===== config.mk =====
export PLATFORM = sky130hd
export DESIGN_NAME = vp_stream_ctrl
export DESIGN_NICKNAME = d
export VERILOG_FILES = /design/src/rtl/vp_stream_ctrl.sv
export SDC_FILE = /design/constraint.sdc
export NUM_CORES = 1
export LEC_CHECK = 0
export CAP_MARGIN = 20
export CORE_MARGIN = 2
export CORE_UTILIZATION = 57
export DETAILED_ROUTE_END_ITERATION = 8
export PLACE_DENSITY = 0.79
export SYNTH_ARGS = -nofsm -noshare
export SYNTH_HDL_FRONTEND = slang
export SYNTH_SLANG_ARGS = --single-unit

===== constraint.sdc =====
create_clock -name clk -period 2.4 [get_ports clk]
set_input_delay 0.24 -clock clk [delete_from_list [all_inputs] [get_ports clk]]
set_output_delay 0.24 -clock clk [all_outputs]
set_load 0.05 [all_outputs]

===== src/rtl/vp_stream_ctrl.sv =====
// vp_stream_ctrl
// Output stream selector control for the video processing top.
//   - Synchronizes and debounces the board switches.
//   - Applies a new selection only on a vsync rising edge, or at once when
//     there is no input video.
//   - Blanks the output for BLANK_FRAMES frames after each switch and
//     pulses stage_rst to the centroid stage.
//   - Counts frames and flags loss of video.
//
// Ports:
//   clk        pixel clock, the only clock
//   rst        asynchronous active-high reset
//   sw[2:0]    raw board switches, asynchronous to clk
//   vsync      input stream v_sync, synchronous to clk
//   sel[2:0]   stream select for the output muxes
//   blank      1 = output pixel forced to black
//   stage_rst  one-cycle reset pulse to the centroid stage per applied switch
//   frame_cnt  count of vsync rising edges, wraps
//   no_video   1 = no vsync rise for TIMEOUT_CYCLES clocks
//
// state   | meaning
// --------+----------------------------------------------------------
// RUN     | idle, sel settled, watching for a valid new request
// PENDING | request seen, waiting for a frame boundary (or no video)
// BLANK   | switch applied, output blanked until blank_cnt frames pass

module vp_stream_ctrl #(
  parameter int DEBOUNCE_CYCLES = 1000,
  parameter int BLANK_FRAMES    = 1,
  parameter int NUM_SRC         = 5,
  parameter int TIMEOUT_CYCLES  = 2000000
) (
  input  logic        clk,
  input  logic        rst,
  input  logic [2:0]  sw,
  input  logic        vsync,
  output logic [2:0]  sel,
  output logic        blank,
  output logic        stage_rst,
  output logic [15:0] frame_cnt,
  output logic        no_video
);

  localparam int DEB_W = (DEBOUNCE_CYCLES > 1) ? $clog2(DEBOUNCE_CYCLES) : 1;
  localparam int WD_W  = (TIMEOUT_CYCLES > 1) ? $clog2(TIMEOUT_CYCLES) : 1;

  localparam logic [DEB_W-1:0] DEB_LAST   = DEB_W'(DEBOUNCE_CYCLES - 1);
  localparam logic [DEB_W-1:0] DEB_PRE    = DEB_W'(DEBOUNCE_CYCLES - 2);
  localparam logic [WD_W-1:0]  WD_LAST    = WD_W'(TIMEOUT_CYCLES - 1);
  localparam logic [3:0]       BLANK_INIT = 4'(BLANK_FRAMES);
  localparam logic [3:0]       NUM_SRC_L  = 4'(NUM_SRC);

  typedef enum logic [1:0] {
    ST_RUN     = 2'd0,
    ST_PENDING = 2'd1,
    ST_BLANK   = 2'd2
  } state_t;

  state_t           state;
  logic [2:0]       sw_meta;
  logic [2:0]       sw_sync;
  logic [2:0]       cand;
  logic [DEB_W-1:0] deb_cnt;
  logic [2:0]       sw_stable;
  logic             vsync_d;
  logic [WD_W-1:0]  wd_cnt;
  logic [3:0]       blank_cnt;
  logic             vs_rise;
  logic             req_valid;

  assign vs_rise   = vsync & ~vsync_d;
  assign req_valid = ({1'b0, sw_stable} < NUM_SRC_L) && (sw_stable != sel);

  // Switch synchronizer and debounce. sw_stable is written on the same edge
  // the counter reaches its last value, so a clean change lands
  // 2 + DEBOUNCE_CYCLES edges after it is first sampled.
  always_ff @(posedge clk or posedge rst) begin
    if (rst) begin
      sw_meta   <= '0;
      sw_sync   <= '0;
      cand      <= '0;
      deb_cnt   <= '0;
      sw_stable <= '0;
    end else begin
      sw_meta <= sw;
      sw_sync <= sw_meta;
      if (sw_sync != cand) begin
        cand    <= sw_sync;
        deb_cnt <= '0;
        if (DEBOUNCE_CYCLES == 1) begin
          sw_stable <= sw_sync;
        end
      end else if (deb_cnt != DEB_LAST) begin
        deb_cnt <= deb_cnt + 1'b1;
        if (deb_cnt == DEB_PRE) begin
          sw_stable <= cand;
        end
      end
    end
  end

  // Frame counter and no-video watchdog.
  always_ff @(posedge clk or posedge rst) begin
    if (rst) begin
      vsync_d   <= 1'b0;
      frame_cnt <= '0;
      wd_cnt    <= '0;
      no_video  <= 1'b0;
    end else begin
      vsync_d <= vsync;
      if (vs_rise) begin
        frame_cnt <= frame_cnt + 16'd1;
        wd_cnt    <= '0;
        no_video  <= 1'b0;
      end else if (wd_cnt == WD_LAST) begin
        no_video <= 1'b1;
      end else begin
        wd_cnt <= wd_cnt + 1'b1;
      end
    end
  end

  // Selection FSM. Requests arriving while blanked are only looked at again
  // once back in RUN, so a switch never chains directly out of BLANK.
  always_ff @(posedge clk or posedge rst) begin
    if (rst) begin
      state     <= ST_RUN;
      sel       <= '0;
      blank     <= 1'b0;
      stage_rst <= 1'b0;
      blank_cnt <= '0;
    end else begin
      stage_rst <= 1'b0;
      case (state)
        ST_RUN: begin
          if (req_valid) begin
            state <= ST_PENDING;
          end
        end
        ST_PENDING: begin
          if (!req_valid) begin
            state <= ST_RUN;
          end else if (vs_rise || no_video) begin
            sel       <= sw_stable;
            stage_rst <= 1'b1;
            if (BLANK_FRAMES > 0) begin
              blank     <= 1'b1;
              blank_cnt <= BLANK_INIT;
              state     <= ST_BLANK;
            end else begin
              state <= ST_RUN;
            end
          end
        end
        ST_BLANK: begin
          // The rise that applied the switch was consumed in PENDING,
          // so only later rises are counted here.
          if (vs_rise) begin
            blank_cnt <= blank_cnt - 4'd1;
            if (blank_cnt == 4'd1) begin
              blank <= 1'b0;
              state <= ST_RUN;
            end
          end
        end
        default: begin
          state <= ST_RUN;
        end
      endcase
    end
  end

endmodule


**Word level (Yosys, flattened, before mapping)**

Cells that the tools add are included.

- Input port bits: 6
- Word-level logic and storage cells: 72
- Output and inout bits: 22
- Register bits after elaboration: 72

- Reduce and logical (&&, ||, !) cells: 11
- Order comparisons: 1
- Multiplexer cells: 24
- Add/subtract/negate cells: 4
- Bitwise operators: 3
- Equal/unequal tests: 15

Operators by type and width:

| operator | number |
|---|---|
| 21-bit two-way mux | 2 |
| 21-bit by 1-bit adder with 21-bit output, second input constant | 1 |
| 21-bit == test, second input constant | 1 |
| 10-bit two-way mux | 2 |
| 16-bit by 1-bit adder with 16-bit output, second input constant | 1 |
| 4-bit two-way mux | 3 |
| 2-bit != test, second input constant | 6 |
| 10-bit by 1-bit adder with 10-bit output, second input constant | 1 |
| 10-bit == test, second input constant | 1 |
| 2-bit two-way mux | 5 |
| 10-bit != test, second input constant | 1 |
| 1-bit two-way mux | 9 |
| 4-bit one-hot mux with 2 select lines | 1 |
| 4-bit AND reduction | 2 |
| 3-bit != test | 2 |
| 2-bit one-hot mux with 3 select lines | 1 |
| 3-bit AND reduction | 2 |
| 2-bit nonzero test | 3 |
| 5-bit AND reduction | 1 |
| 4-bit by 1-bit == test with 1-bit output, second input constant | 1 |
| 4-bit by 1-bit subtractor with 4-bit output, second input constant | 1 |
| 3-bit less-than comparator, second input constant | 1 |
| 3-bit != test, second input constant | 1 |
| 2-bit by 1-bit == test with 1-bit output, second input constant | 1 |
| 7 further kinds | 8 |

**Logic depth before layout (Yosys ltp)**

- Word-level depth: 6
- Gate-level depth with buffers: 5

**Worst setup path after synthesis**

OpenSTA, ideal clock, no wires.

- Path type: register to register
- From: register sel[0]
- To: register sel[0]
- Setup slack: 0.417 ns
- Clock period less this slack: 1.983 ns
- Data required time: 2.275 ns
- Setup time: 0.125 ns
- Path buffers: 0
- Stages on the path, launching flop included: 5
- Arrival time: 1.858 ns
- Cell sequence: dfrtp_1 -> or3_1 -> a2111oi_2 -> nor4b_4 -> mux2_2

- Longest elaborated chain between the ends: 3

RTL lines:

| element | line | RTL |
|---|---|---|
| start: declaration | 37 | `output logic [2:0] sel,` |
| start signal: assignment | 144 | `sel <= sw_stable;` |
| 3-bit != test | 72 | `assign req_valid = ({1'b0, sw_stable} < NUM_SRC_L) && (sw_stable != sel);` |
| 1-bit logical AND | 72 |  |
| 3-bit AND reduction (no line) | n/a |  |

Every way passes these cells.
A chain may end at the register's enable or synchronous reset.

**Final worst setup path**

- From: register wd_cnt[11]
- To: register wd_cnt[4]

- Longest elaborated chain between the ends: 2

RTL lines:

| element | line | RTL |
|---|---|---|
| start: declaration | 66 | `logic [WD_W-1:0] wd_cnt;` |
| start signal: assignment | 118 | `wd_cnt <= wd_cnt + 1'b1;` |
| 21-bit == test | 115 | `end else if (wd_cnt == WD_LAST) begin` |
| 2-bit != test (no line) | n/a |  |

Every way passes these cells.

==> impl_metrics.yaml <==
clocking:
  clock_latency_ns: 0.34
  cts_buffers: 9
  cts.sinks: 72
  hold_buffers: 0
  h-tree-depth: 3
  post_cts_resize_count: 0
  cts_tree: "yes"
  cts-root-buf: "clkbuf_8"
  path_clk_slew_ns: 0.07
  post_cts_buffers: 0
  cts_buffer_depth: 2
setup_path:
  max_stage_delay_ns: 0.57
  arrival_ns: 2.20
  cp_slowest_cell: "or4b_4"
  crit_fanout: 8
  worst_ep_required_time_ns: 2.65
  crit_buf_inv: 0
  crit_chain: "or4b_4 -> nor4_4 -> nand2_1 -> a31oi_1"
  path_delay_family: "simple AND/OR/NAND/NOR gates"
  criticalPathCategory: "reg -> reg"
  cp-start-kind: "register"
  worst_setup_path_end_kind: "register"
drt:
  post_drt_via_cell_ratio: 5.73
  drtIter0Drc: 167
  drc_errors: 0
  avgRoutedWirePerCell_um: 14.9
  detail-route-antenna-nets: 0
  num_vias: 2454
  drtPass1Iterations: 5
  routed_wl_um: 6390
placement:
  dp_cells: 413
  dpl.hpwl_um: 4530
  dpl_cell_area_sq_mm: 0.00376
  numPortBuffers: 27
  place_congestion: 0.806
final_layout:
  antenna_cells: 0
  fin_util: 0.709
  nets: 364
  syn_to_final_growth_pct: 18.4
  final_common_cell: "dfrtp_1"
  fin_area_sq_mm: 0.00398
  finalNonFillerCells: 428
  mostFrequentLayoutCells: "dfrtp_1, nand2_1, xnor2_1"
  drive_gt1_frac: 0.118
timing:
  hold_violations: 0
  worst_pin_slew_ns: 0.616
  maxSlewHeadroom: 0.586
  period_share: 0.812
  fmax_mhz: 513
  rsz0062_at_grt: "no"
  finalSetupTns_ns: 0
  min_period_ns: 1.95
  finalMaxSlewViolations: 0
  setup_viol: 0
  clock_skew_ns: 0.00732
pwr:
  total_leakage_power_nw: 1.69
  irDropWorstVdd_mv: 0.725
  finalPower_mw: 2.85
  power_density_mw_per_mm2: 717
synthesis:
  ys_warn_count: 0
  ys_seq_area_frac: 0.537
  avgSynthCellArea_sq_um: 10.7
  synth_enable_flop_cells: 0
  synth.distinct_cells: 49
  synthArstFlopShare: 1.00
  synthesis.area_sq_mm: 0.00336
  syn_nets: 327
  ys_seq_elements: 72
  synthCells: 315
  ys.flop_type: "dfrtp_1"
outcome:
  status: "finished clean"
grt:
  track_usage: 0.220
  grt_max_degree: 39
  grt_antenna_before_repair: 0
  grt_pass1_wl_um: 10900
  grt.overflow.total: 0
  grt_pass1_vias: 2377
die:
  die_w_um: 80.8
  die-area_sq_mm: 0.00652
  start_util: 0.599
  num_rows: 27
  core_area_sq_mm: 0.00561
  fp.dieH_um: 80.8
  ioPinCount: 28
min_path:
  worstHoldPathType: "in -> async"
job:
  cap_violations: 0
## cell usage after synthesis, types with 2 or more instances
master / n / share of area
a211oi_1: 3 / 0.0067
a21oi_1: 9 / 0.013
a31oi_1: 5 / 0.0093
a41o_1: 2 / 0.0060
and3_1: 6 / 0.011
and4_1: 2 / 0.0052
buf_1: 3 / 0.0034
clkbuf_1: 6 / 0.0067
dfrtp_1: 72 / 0.54
ha_1: 6 / 0.022
inv_1: 6 / 0.0067
mux2_2: 6 / 0.020
mux2i_1: 3 / 0.0089
nand2_1: 34 / 0.038
nand2b_1: 5 / 0.0093
nand3_1: 14 / 0.021
nand4_1: 12 / 0.022
nand4b_1: 2 / 0.0052
nor2_1: 25 / 0.028
nor2b_1: 3 / 0.0056
nor3_1: 10 / 0.015
nor4_1: 4 / 0.0075
o21ai_0: 11 / 0.016
or2_2: 3 / 0.0056
or3_1: 7 / 0.013
or4_4: 2 / 0.0067
xnor2_1: 29 / 0.076
xor2_1: 4 / 0.010
## worst register-to-register path: stages (launching register included)
cell and delay (ns):
dfrtp_1 0.44, or4b_4 0.57, nor4_4 0.48, nand2_1 0.17, a31oi_1 0.21
## final timing paths
path / start / cells after the start / end / slack, ns
max: wd_cnt[11] / 4 / wd_cnt[4] / 0.45
min: rst / 2 / state[0] / 0.27
max reg2reg: wd_cnt[11] / 4 / wd_cnt[4] / 0.45
min reg2reg: sw_meta[2] / 0 / sw_sync[2] / 0.35
max in group asynchronous: rst / 3 / wd_cnt[2] / 1.55
min in group clk: sw[1] / 1 / sw_meta[1] / 0.34
## layer usage
layer,wire (um),vias to the layer above,global-route usage
met3,221,10,0.0444
met1,2930,1203,0.286
met5,0,-,0
met4,108,0,0.105
met2,3130,49,0.357
li1,-,1192,-
## state kept, by name, indices dropped and copies added (netlist names)
register and count:
sel 3, wd_cnt 21, sw_meta 3, no_video 1
cand 3, state 2, sw_sync 3, blank_cnt 4
deb_cnt 10, sw_stable 3, blank 1, frame_cnt 16
stage_rst 1, vsync_d 1
## metrics by stage
stage | hold slack, ns | setup slack [ns]
floorplan | 0.271 | 0.335
global placement | 0.334 | 0.446
detailed placement | 0.336 | 0.402
CTS | 0.274 | 0.464
global route | 0.325 | 0.382
finish | 0.267 | 0.451
## layout make-up
| cell class | instances | area (sq um) |
|---|---|---|
| clock inverter | 3 | 65.1 |
| sequential | 72 | 1800 |
| timing repair buffer | 35 | 343 |
| clock buffer | 12 | 155 |
| tap | 72 | 90.1 |
| multi-input combinational | 228 | 1500 |
| inverter | 6 | 22.5 |
| fill | 421 | 1630 |
## report_power, final
group / total, mW / switching (mW) / leakage, nW / internal [mW]
Combinational: 0.411 / 0.261 / 0.613 / 0.150
Clock: 1.06 / 0.421 / 0.112 / 0.635
Sequential: 1.38 / 0.0956 / 0.964 / 1.29
## cells by family after synthesis
kind of cell,Yosys count,synth area share
fa+ha+maj,6,0.0224
simple gates,141,0.234
mux,9,0.0291
flops,72,0.537
buf+inv,15,0.0168
xor+xnor,33,0.0861
compound gates,39,0.0756
Note: power is estimated with default switching activity, not from simulation.
==> patch 1: new RTL, same settings <==
Encoding of `state_t`: now one-hot (3 bits for 3 states).
--- a/src/rtl/vp_stream_ctrl.sv
+++ b/src/rtl/vp_stream_ctrl.sv
@@ -52,6 +52,6 @@
 
-  typedef enum logic [1:0] {
-    ST_RUN     = 2'd0,
-    ST_PENDING = 2'd1,
-    ST_BLANK   = 2'd2
+  typedef enum logic [2:0] {
+    ST_RUN     = 3'b001,
+    ST_PENDING = 3'b010,
+    ST_BLANK   = 3'b100
   } state_t;
Behaviour: no difference found for any inputs over 10 cycles, from zero or initial values and one cycle with rst high; not proved beyond that.
==> patch 1 against the unedited design <==
Synthesized area shrank 0.78%; cell count decreased by 0.70%; via count down 5.2%; worst setup slack worse by 0.080 ns; hold slack improved by 0.015 ns; core utilization down 0.42 points; wire length is 7.5% lower; final area fell by 1.2%; total power rose by 1.1%; sequential cell count is 1 higher; critical path type unchanged; highest routed layer unchanged.
==> patch 1: results (changes against the unedited design) <==
antenna cells -> 0 (unchanged)
VDD IR max -> 607 uV (-16%)
synthesized area per cell -> 10.6 um2 (-0.47%)
Pleak -> 1.66 nW (-1.5%)
YS warnings -> 0 (unchanged)
Layout Nets -> 360 (-1.1%)
Initial DRT Pass Iterations -> 5 (unchanged)
delay-heaviest family, CP -> simple AND/OR/NAND/NOR gates
worst-path fanout max -> 7 (-1)
Post-Syn Nets -> 326 (-0.31%)
Vias -> 2,327 (-5.2%)
Routability Congestion -> 0.794 (-1.5%)
Clk pin slew, worst setup/hold paths -> 0.08 ns
worst hold path class -> primary input to async pin
Iter 0 DRT Violations -> 157 (-6.0%)
# resized after CTS -> 0 (unchanged)
vias in the first global route -> 2,306 (-3.0%)
Placed Instances -> 409 (-0.97%)
Post CTS Setup Buffer Count -> 0 (unchanged)
CTS Root Cell -> clkbuf_8
asr flop ratio synth -> 100% (unchanged)
maximum buffer depth of the clock tree -> 2 (unchanged)
Worst Clk Skew -> 0.00523 ns (-0.00209 ns)
largest net degree at the start of global routing -> 74 (+90%)
CTS H-Tree Depth -> 3 (unchanged)
Rel. slew slack -> 62.9% (+4.3 points)
drt wl/cell -> 13.9 um (-6.8%)
clk_lat worst skew -> 0.35 ns
via/cell ratio -> 5.48 (-4.5%)
post-synthesis sequential area ratio -> 54.9% (+1.2 points)
CP arrival -> 2.30 ns (+0.10 ns)
port bufs -> 27 (unchanged)
Detail Placement HPWL -> 4.00 mm (-12%)
post-synth cell types -> 47 (-4.1%)
GRT Util Overall -> 21.0% (-0.98 points)
ys flop type -> dfrtp_1
CP max stage cell -> or4_1
Setup WS pre-CTS -> 0.315 ns (-0.0868 ns)
status -> complete, no violations
initial antenna violation count -> 0 (unchanged)
first-pass GRT wire length -> 10.3 mm (-5.2%)
share of layout cells above drive strength 1 -> 9.63% (-2.2 points)
Post-synth top cells -> dfrtp_1, nor2_1, xnor2_1
Crit path largest cell delay -> 0.66 ns (+0.09 ns)
largest registers -> wd_cnt: 21 flops, frame_cnt: 16 flops, deb_cnt: 10 flops
top post-synthesis cells by area -> dfrtp_1, xnor2_1, nor2_1
patch 1: worst paths after layout:
| check | cells past startpoint | slack (ns) | end | start |
|---|---|---|---|---|
| hold / removal | 3 | 0.28 | wd_cnt[7]$_DFFE_PP0P_ | rst |
| max in group asynchronous | 3 | 1.76 | state[0]$_DFFE_PP1P_ | rst |
| min in group clk | 1 | 0.32 | sw_meta[0]$_DFF_PP0_ | sw[0] |
| hold reg to reg | 0 | 0.35 | sw_sync[1]$_DFF_PP0_ | sw_meta[1]$_DFF_PP0_ |
| setup reg to reg | 5 | 0.37 | wd_cnt[14]$_DFFE_PP0P_ | wd_cnt[0]$_DFFE_PP0P_ |
| setup / recovery | 5 | 0.37 | wd_cnt[14]$_DFFE_PP0P_ | wd_cnt[0]$_DFFE_PP0P_ |
patch 1: per-layer routing:
metal	wire (um)	GRT usage [%]
met5	0	0
met4	60	9.15
met2	2850	33.9
met1	2820	27.4
met3	176	4.72
patch 1: through the flow:
step / area [um2] / total power (W)
2_1_floorplan: 3330 / 0.00170
4_1_cts: 3930 / 0.00291
5_1_grt: 3930 / 0.00300
3_3_place_gp: 3710 / 0.00184
3_5_place_dp: 3710 / 0.00185
6_report: 3930 / 0.00288
patch 1: worst reg2reg max path, cell delays in order, from the launching register on:
cell and delay (ns):
dfrtp_1 0.40, ha_1 0.22, nand3_1 0.13, or4_1 0.66
or3_1 0.39, a21oi_1 0.15
patch 1: cell families (layout without fill, tap and decap cells):
group | count (synthesis) | after routing | synth area share [%]
AOI/OAI and AO/OA | 32 | 32 | 5.75
xor gates and xnor gates | 40 | 40 | 10.5
adders and majority gates | 6 | 6 | 2.25
buffers and inverters | 17 | 56 | 1.95
DFF | 73 | 73 | 54.9
muxes | 7 | 7 | 2.33
and+or+nand+nor | 139 | 139 | 22.3
patch 1: area by class of cell:
| cell class | count | area (um2) |
|---|---|---|
| fillers | 406 | 1640 |
| multi-input cells | 224 | 1440 |
| clock buffers | 9 | 124 |
| repair buffers | 33 | 328 |
| flip-flops and latches | 73 | 1830 |
| inverters | 7 | 26.3 |
| clock inverters | 7 | 95.1 |
| well taps | 72 | 90.1 |
patch 1: where the power goes:
part | leakage (nW) | internal, W | total (W) | switching, W
Combinational | 0.578 | 0.000154 | 0.000416 | 0.000262
Clock | 0.109 | 0.000585 | 0.00106 | 0.000473
Sequential | 0.977 | 0.00131 | 0.00141 | 0.000101
Total | 1.66 | 0.00204 | 0.00288 | 0.000836
==> patch 2: new RTL, config.mk and constraints unchanged <==
Made on the original files. Change the parameter `DEBOUNCE_CYCLES` from 1000 to 250.
--- a/src/rtl/vp_stream_ctrl.sv
+++ b/src/rtl/vp_stream_ctrl.sv
@@ -27,3 +27,3 @@
 module vp_stream_ctrl #(
-  parameter int DEBOUNCE_CYCLES = 1000,
+  parameter int DEBOUNCE_CYCLES = 250,
   parameter int BLANK_FRAMES    = 1,
Behaviour: no difference found for any inputs over 10 cycles, from zero or initial values and one cycle with rst high; that may be too few to reach the edited logic, so the function may still have changed.
==> patch 2 against the unedited design <==
Via count shrank 0.86%; total power grew 1.8%; final area down 1.5%; die area down 0.57%; sequential cell count shrank 2; sequential share of layout area shrank 0.57 points; worst setup slack gained 0.041 ns; critical path depth fell by 3; synthesized area fell by 0.60%; combinational power up 14%; maximum frequency rose by 2.2%; wire length is 4.2% lower; global-route usage shrank 0.33 points; critical path type is now flip-flop to primary output; largest power group unchanged; highest routed layer unchanged.
==> patch 2: results (changes against the unedited design) <==
maximum buffer depth of the clock tree -> 2 (unchanged)
GRT Util Overall -> 21.7% (-0.33 points)
drt wl/cell -> 14.4 um (-3.3%)
via/cell ratio -> 5.74 (about the same)
top post-synthesis cells by area -> dfrtp_1, xnor2_1, nand2_1
placed instance area -> 3690 um2 (-1.7%)
Placed Instances -> 408 (-1.2%)
CP arrival -> 1.67 ns (-0.53 ns)
GRT met2 Usage -> 34.6% (-1.1 points)
first-pass GRT wire length -> 10.7 mm (-1.3%)
status -> complete, no violations
CP max stage cell -> clkdlybuf4s50_1
CTS H-Tree Depth -> 3 (unchanged)
Clk pin slew, worst setup/hold paths -> 0.08 ns
Worst Clk Skew -> 0.0121 ns (+0.00481 ns)
Routability Congestion -> 0.791 (-1.8%)
vias in the first global route -> 2,350 (-1.1%)
synthesized area per cell -> 10.6 um2 (-0.60%)
GR Util met1 -> 28.5% (-0.11 points)
final wirelength -> 6.12 mm (-4.2%)
Crit path largest cell delay -> 0.85 ns (+0.28 ns)
ys flop type -> dfrtp_1
largest registers -> wd_cnt: 21 flops, frame_cnt: 16 flops, deb_cnt: 8 flops
met3 Use GR -> 4.04% (-0.40 points)
Pleak -> 1.69 nW (+0.10%)
VDD IR max -> 450 uV (-38%)
clk_lat worst skew -> 0.35 ns
post-synth cell types -> 52 (+6.1%)
worst-path fanout max -> 5 (-3)
delay-heaviest family, CP -> buffers and inverters
largest net degree at the start of global routing -> 31 (-21%)
Post-Syn Nets -> 328 (+0.31%)
Detail Placement HPWL -> 4.38 mm (-3.2%)
Filler cells -> 400 (-5.0%)
Post-synth top cells -> dfrtp_1, nand2_1, nor2_1
Iter 0 DRT Violations -> 120 (-28%)
Least-Margin Pin Slew -> 0.615 ns (-0.00144 ns)
Layout Nets -> 360 (-1.1%)
post-synthesis sequential area ratio -> 52.5% (-1.2 points)
share of layout cells above drive strength 1 -> 10.2% (-1.6 points)
-- patch 2: cells by family (layout without fill, tap and decap cells) --
| family | count (synthesis) | count (layout) | synth area share, % |
|---|---|---|---|
| AO/OA/AOI/OAI | 45 | 45 | 8.81 |
| XOR/XNOR | 31 | 31 | 8.13 |
| adder cells (fa/ha/maj) | 7 | 7 | 2.62 |
| buffers and inverters | 21 | 58 | 2.77 |
| flip-flops | 70 | 70 | 52.5 |
| multiplexers | 8 | 8 | 2.96 |
| AND/OR/NAND/NOR | 133 | 133 | 22.2 |
-- patch 2: layout make-up --
cell class	instances	area (um2)	area share, %
timing repair buffer	32	320	8.18
clock buffer	11	141	3.61
multi-input combinational	224	1490	38.1
sequential	70	1750	44.7
tap	72	90.1	2.30
clock inverter	5	81.3	2.08
inverter	10	37.5	0.958
-- patch 2: routing by layer --
metal  part of all wire (%)  vias to the layer above
met5                      0                        -
met4                    2.1                        0
met3                    4.2                       12
met2                     47                       55
met1                     47                     1177
li1                       -                     1189
-- patch 2: worst paths after layout --
kind	from	end	slack [ns]	cells past startpoint
min reg2reg	sw_meta[1]$_DFF_PP0_	sw_sync[1]$_DFF_PP0_	0.34	0
max reg2reg	wd_cnt[0]$_DFFE_PP0P_	wd_cnt[16]$_DFFE_PP0P_	0.57	5
max	frame_cnt[2]$_DFFE_PP0P_	frame_cnt[2]	0.49	1
min in group clk	sw[0]	sw_meta[0]$_DFF_PP0_	0.32	1
min	rst	wd_cnt[2]$_DFFE_PP0P_	0.29	2
max in group asynchronous	rst	wd_cnt[8]$_DFFE_PP0P_	1.49	3
-- patch 2: stage by stage --
stage	total power, W	setup WS, ns	hold slack (ns)	utilization, %
2_1_floorplan	0.00169	0.392	0.271	-
3_3_place_gp	0.00185	0.415	0.334	66.3
3_5_place_dp	0.00187	0.350	0.335	66.3
4_1_cts	0.00292	0.501	0.313	70.3
5_1_grt	0.00301	0.433	0.335	70.3
6_report	0.00290	0.492	0.288	70.3
-- patch 2: report_power, final --
part / switching [W] / internal (W) / total [W]
clock: 0.000437 / 0.000615 / 0.00105
sequential: 0.000120 / 0.00126 / 0.00138
combinational: 0.000301 / 0.000167 / 0.000468
total: 0.000858 / 0.00205 / 0.00290
